<file path="src/rtl/mult_arbiter.sv">
// Round-robin front end that shares one LAT-stage pipelined 64x64 multiplier among NUM_REQ requesters.
// Optional: define MULT_ARB_CHECK_EN to add the sticky proto_err tag/done consistency flag.
module mult_arbiter #(
  parameter int unsigned NUM_REQ = 4,
  parameter int unsigned LAT     = 8
) (
  input  logic                    clock,
  input  logic                    reset_n,
  input  logic [NUM_REQ-1:0]      req_valid,
  output logic [NUM_REQ-1:0]      req_ready,
  input  logic [64*NUM_REQ-1:0]   req_mcand,
  input  logic [64*NUM_REQ-1:0]   req_mplier,
  output logic [NUM_REQ-1:0]      resp_valid,
  input  logic [NUM_REQ-1:0]      resp_ready,
  output logic [64*NUM_REQ-1:0]   resp_product,
  output logic                    mult_start,
  output logic [63:0]             mult_mcand,
  output logic [63:0]             mult_mplier,
  input  logic [63:0]             mult_product,
  input  logic                    mult_done,
  output logic                    busy
`ifdef MULT_ARB_CHECK_EN
  ,
  output logic                    proto_err
`endif
);

  localparam int unsigned ID_W   = (NUM_REQ > 1) ? $clog2(NUM_REQ) : 1;
  localparam int unsigned DATA_W = 64;

  typedef enum logic [1:0] {
    ST_IDLE     = 2'd0,
    ST_INFLIGHT = 2'd1,
    ST_HOLD     = 2'd2
  } req_state_e;

  typedef struct packed {
    logic            valid;
    logic [ID_W-1:0] id;
  } tag_t;

  req_state_e          state      [NUM_REQ];
  req_state_e          state_next [NUM_REQ];
  logic [ID_W-1:0]     rr_ptr;
  logic [ID_W-1:0]     rr_ptr_next;
  logic                busy_next_c;

  logic                grant_any_c;
  logic [ID_W-1:0]     grant_id_c;
  logic [DATA_W-1:0]   grant_mcand_c;
  logic [DATA_W-1:0]   grant_mplier_c;

  logic [ID_W-1:0]     issue_id;
  tag_t                tag_pipe [LAT];
  tag_t                head_c;
  logic                complete_c;

  // Rotating priority search: first idle requester with a valid op at or after rr_ptr.
  always_comb begin : grant_search
    logic [ID_W-1:0] cand;
    cand           = '0;
    grant_any_c    = 1'b0;
    grant_id_c     = '0;
    grant_mcand_c  = '0;
    grant_mplier_c = '0;
    for (int unsigned off = 0; off < NUM_REQ; off++) begin
      cand = ID_W'((32'(rr_ptr) + off) % NUM_REQ);
      if (!grant_any_c && req_valid[cand] && (state[cand] == ST_IDLE)) begin
        grant_any_c    = 1'b1;
        grant_id_c     = cand;
        grant_mcand_c  = req_mcand[DATA_W*cand +: DATA_W];
        grant_mplier_c = req_mplier[DATA_W*cand +: DATA_W];
      end
    end
  end

  assign req_ready  = grant_any_c ? (NUM_REQ'(1) << grant_id_c) : '0;
  assign head_c     = tag_pipe[LAT-1];
  assign complete_c = head_c.valid & mult_done;

  // Per-requester next state and rr pointer advance.
  always_comb begin
    rr_ptr_next = rr_ptr;
    busy_next_c = 1'b0;
    for (int unsigned i = 0; i < NUM_REQ; i++) begin
      state_next[i] = state[i];
      case (state[i])
        ST_IDLE:     if (grant_any_c && (grant_id_c == ID_W'(i))) state_next[i] = ST_INFLIGHT;
        ST_INFLIGHT: if (complete_c && (head_c.id == ID_W'(i)))   state_next[i] = ST_HOLD;
        ST_HOLD:     if (resp_ready[i])                           state_next[i] = ST_IDLE;
        default:                                                  state_next[i] = ST_IDLE;
      endcase
      if (state_next[i] != ST_IDLE) busy_next_c = 1'b1;
    end
    if (grant_any_c) begin
      rr_ptr_next = (grant_id_c == ID_W'(NUM_REQ-1)) ? '0 : grant_id_c + ID_W'(1);
    end
  end

  always_ff @(posedge clock or negedge reset_n) begin
    if (!reset_n) begin
      for (int unsigned i = 0; i < NUM_REQ; i++) state[i] <= ST_IDLE;
      rr_ptr <= '0;
    end else begin
      for (int unsigned i = 0; i < NUM_REQ; i++) state[i] <= state_next[i];
      rr_ptr <= rr_ptr_next;
    end
  end

  // Issue register: operands are zero whenever no op is launched.
  always_ff @(posedge clock or negedge reset_n) begin
    if (!reset_n) begin
      mult_start  <= 1'b0;
      mult_mcand  <= '0;
      mult_mplier <= '0;
      issue_id    <= '0;
    end else begin
      mult_start  <= grant_any_c;
      mult_mcand  <= grant_any_c ? grant_mcand_c  : '0;
      mult_mplier <= grant_any_c ? grant_mplier_c : '0;
      issue_id    <= grant_id_c;
    end
  end

  // Owner tags travel alongside the multiplier stages; the head lines up with mult_done.
  always_ff @(posedge clock or negedge reset_n) begin
    if (!reset_n) begin
      for (int unsigned k = 0; k < LAT; k++) tag_pipe[k] <= '0;
    end else begin
      tag_pipe[0].valid <= mult_start;
      tag_pipe[0].id    <= issue_id;
      for (int unsigned k = 1; k < LAT; k++) tag_pipe[k] <= tag_pipe[k-1];
    end
  end

  always_ff @(posedge clock or negedge reset_n) begin
    if (!reset_n) begin
      resp_valid   <= '0;
      resp_product <= '0;
      busy         <= 1'b0;
    end else begin
      for (int unsigned i = 0; i < NUM_REQ; i++) begin
        resp_valid[i] <= (state_next[i] == ST_HOLD);
        if (complete_c && (head_c.id == ID_W'(i)) && (state[i] == ST_INFLIGHT)) begin
          resp_product[DATA_W*i +: DATA_W] <= mult_product;
        end
      end
      busy <= busy_next_c;
    end
  end

`ifdef MULT_ARB_CHECK_EN
  // Sticky: a done with no tracked op, or a tracked op whose done never appeared.
  always_ff @(posedge clock or negedge reset_n) begin
    if (!reset_n) begin
      proto_err <= 1'b0;
    end else if (mult_done != head_c.valid) begin
      proto_err <= 1'b1;
    end
  end
`endif

endmodule

</file>
<file path="config.mk">
export PLATFORM = sky130hd
export DESIGN_NAME = mult_arbiter
export DESIGN_NICKNAME = d
export VERILOG_FILES = /design/src/rtl/mult_arbiter.sv
export SDC_FILE = /design/constraint.sdc
export NUM_CORES = 1
export LEC_CHECK = 0
export CAP_MARGIN = 20
export CORE_AREA = 2 2 379 381
export CTS_BUF_LIST = sky130_fd_sc_hd__clkbuf_4
export CTS_CLUSTER_DIAMETER = 100
export DETAILED_ROUTE_END_ITERATION = 10
export DIE_AREA = 0 0 381 383
export GPL_TIMING_DRIVEN = 0
export PLACE_DENSITY = 0.41
export SLEW_MARGIN = 20
export SYNTH_ARGS = -nofsm -noshare
export SYNTH_HDL_FRONTEND = slang
export SYNTH_SLANG_ARGS = --single-unit
</file>
<file path="constraint.sdc">
create_clock -name clock -period 4.3 [get_ports clock]
set_clock_uncertainty 0.1 [all_clocks]
set_input_delay 1.075 -clock clock [delete_from_list [all_inputs] [get_ports clock]]
set_output_delay 1.075 -clock clock [all_outputs]
set_load 0.01 [all_outputs]
</file>
==> metrics <==
status complete, no violations; WL/cell 30.0 microns; Synth Area per Inst 10.3 sq um; crit path DAT 3.12 ns; drt pass-1 iters 6; worst path required time 3.12 ns; first-pass GRT wire length 251,000 microns; Synth Net Count 3,488; Comb pwr share 66.3%; via count 31.8k; IO Pins 981; Tcrit/Tclk final 99.8%; internal power 17.9 mW; unrepaired setup endpoints after global routing yes; Max-slew headroom 20.3%; layout cell share with drive strength beyond 1 22.1%; Startpoint Class input port; Post-Syn Instances 2,897; Design Area, Final 0.0444 sq mm; Multi-input gate area 0.0177 sq mm; number of library cell types mapped by synthesis 47; port buffer count 980; Iter 0 DRT Violations 2,258; final setup fails 0; Sequential Power Share 20.6%; detailed placement HPWL 139,000 microns; Placer Congestion 0.882; Yosys top cell area share 35.9%; width of the chip 381 microns; fin crit period 4.29 ns; Power Density 746 mW/mm^2; pin count of the biggest net entering global routing 86; Reg area 0.0107 sq mm; vias in the first global route 32.4k; # DRC 0; DIE HEIGHT 383 microns; Syn Std Cell Area 0.0297 sq mm; PnR Total Power 33.1 mW; Inserted Clock Buffers 139; leakage 17.0 nW; Max clock buf depth 3; Filler cells 15.1k; commonest non-fill, non-tap cells in the layout clkdlybuf4s50_1, mux2_2, dfrtp_1, mux2i_1, a221oi_1; ANT nets after route 0; switching pwr 15.3 mW; number of synthesized flops with an enable pin 0; Worst-Skew Late Latency 1.07 ns; drt total wl 183,000 microns; Max Slew Vio Count 0; clock power share 13.1%; fin util 31.2%; Final #Nets 4,637; Synth warnings 0; leading cell type in the layout, fill and taps excluded clkdlybuf4s50_1; post-route insts no fill 6,103; Placeable Area 0.142 sq mm; Placed Area 0.0422 sq mm; Initial Util 20.9%; die footprint 0.146 sq mm; layout overhead on the synthesized area 49.5%; CTS tree yes; Sw Ratio 46.1%; clk sink count 426; vias per inst 5.22; antenna violations before repair 125; top cells by area, synth dfrtp_1, mux2_2, mux2i_1; total track usage 24.0%; Root Driver clkbuf_4; post-synthesis sequential area ratio 35.9%; Fmax 233 MHz; Hold Crit Class register to register; Inst Count DP 5,789; Max IR drop VDD 0.339 mV; asr flop ratio synth 100%; Row Count 139; Final Hold Viols 0; max_cap viols 0; leading area contributor after synthesis dfrtp_1; grt ovf 0; FF-to-FF setup slack 0.18 ns; Least-Margin Pin Slew 1.19 ns; crit path max fanout 3; synthesized flop and latch total 426; ys flop type dfrtp_1; Worst Path Class, Setup input port to output pin; H-tree Lvls 4; crit end category output pin; CTS clk-pin slew, worst paths 0.06 ns
## power groups by stage
| stage | Sequential (mW) | Combinational (mW) | Clock [mW] |
|---|---|---|---|
| 4_1_cts | 6.84 | 21.9 | 4.61 |
| 3_3_place_gp | 6.91 | 21.5 | 0 |
| 2_1_floorplan | 7.56 | 10.8 | 0 |
| 3_5_place_dp | 6.89 | 21.5 | 0 |
| 5_1_grt | 7.06 | 23.2 | 4.76 |
| 6_report | 6.83 | 22.0 | 4.35 |
## synth_stat cells, types with 2 or more instances
| cell type | instances |
|---|---|
| nor4b_1 | 2 |
| nand2b_1 | 3 |
| or3b_2 | 2 |
| mux2i_1 | 384 |
| dfrtp_1 | 426 |
| inv_1 | 2 |
| a32oi_1 | 2 |
| buf_6 | 2 |
| buf_2 | 83 |
| nand3b_1 | 2 |
| or3b_1 | 2 |
| nor3b_2 | 3 |
| ha_1 | 4 |
| nor2_1 | 10 |
| clkbuf_2 | 12 |
| nand2_1 | 260 |
| nand4b_1 | 2 |
| o21ai_1 | 10 |
| o21ai_0 | 254 |
| clkbuf_1 | 209 |
| or2_2 | 5 |
| o221ai_1 | 128 |
| or4_1 | 2 |
| nor3b_1 | 4 |
| o22ai_1 | 3 |
| o21a_1 | 3 |
| a221oi_1 | 384 |
| buf_4 | 15 |
| nand3_1 | 2 |
| buf_1 | 8 |
| a21oi_1 | 137 |
| or3_1 | 2 |
| and2_1 | 3 |
| mux2_2 | 512 |
| nand4_1 | 3 |
## worst max-delay path: stages
cell and delay (ns):
clkdlybuf4s50_1 0.51, or3b_4 0.39, buf_6 0.14, nor2_4 0.11, buf_4 0.14, a21oi_4 0.06, o21a_1 0.15, buf_6 0.13
ha_4 0.15, and2_4 0.13, buf_6 0.13
## flip-flops by register name (all words and copies together) (netlist names), 2 cells and up
name / flops
mult_mcand: 64
resp_valid: 4
state: 8
tag_pipe: 21
head_c: 3
issue_id: 2
rr_ptr: 2
mult_mplier: 64
resp_product: 256
## cell type report
type | count | area share (%)
clock buffers | 189 | 3.19
plain buffers | 324 | 3.42
inverters | 3 | 0.0338
flip-flops and latches | 426 | 24.0
repair buffers | 1013 | 23.1
well taps | 1903 | 5.36
multi-input cells | 2139 | 39.9
diodes | 67 | 0.377
clock inverters | 39 | 0.597
## per-stage QoR
step	setup TNS (ns)	hold WS, ns	setup WS [ns]
5_1_grt	-0.370	0.235	-0.118
2_1_floorplan	0	0.231	0.694
3_3_place_gp	-8587.28	0.232	-20.05
4_1_cts	-0.269	0.217	-0.0919
3_5_place_dp	-50.00	0.235	-1.43
6_report	0	0.226	0.00896
## path summary, 6_finish.rpt
kind | endpoint | cells after the start | from
setup / recovery | req_ready[1] | 11 | req_valid[0]
hold / removal | tag_pipe[18] | 0 | tag_pipe[21]
setup reg to reg | mult_mcand[15] | 8 | rr_ptr[0]
hold reg to reg | tag_pipe[18] | 0 | tag_pipe[21]
max in group asynchronous | mult_mplier[57] | 5 | reset_n
min in group asynchronous | resp_product[93] | 2 | reset_n
## per-layer routing
layer | part of all wire (%) | GRT usage (%) | up-vias | wire length [microns]
met1 | 38 | 26.9 | 15716 | 68900
met3 | 9.6 | 9.28 | 451 | 17600
met5 | 0.31 | 0 | - | 573
met4 | 4.0 | 10.9 | 90 | 7270
met2 | 48 | 40.2 | 1668 | 88600
li1 | - | - | 13924 | -
## cells by family (layout without fill, tap and decap cells)
| logic type | after synthesis | in the layout | share of synthesized area (%) |
|---|---|---|---|
| AO/OA/AOI/OAI | 925 | 925 | 22.2 |
| multiplexers | 896 | 896 | 32.3 |
| flip-flops | 426 | 426 | 35.9 |
| buffers and inverters | 332 | 1568 | 4.83 |
| AND/OR/NAND/NOR | 314 | 314 | 4.59 |
| adder cells (fa/ha/maj) | 4 | 4 | 0.168 |
| other | 0 | 67 | 0 |
## what timing repair did
| item | CTS | global route |
|---|---|---|
| hold buffers | 1 | 0 |
| gates resized for setup | 85 | 7 |
| endpoints found under the hold margin | 44 | 0 |
| pin swaps | 10 | 7 |
| buffers inserted | 17 | 5 |
| setup endpoints to repair | 6 | 4 |
Power figures use the tool's default switching activity.
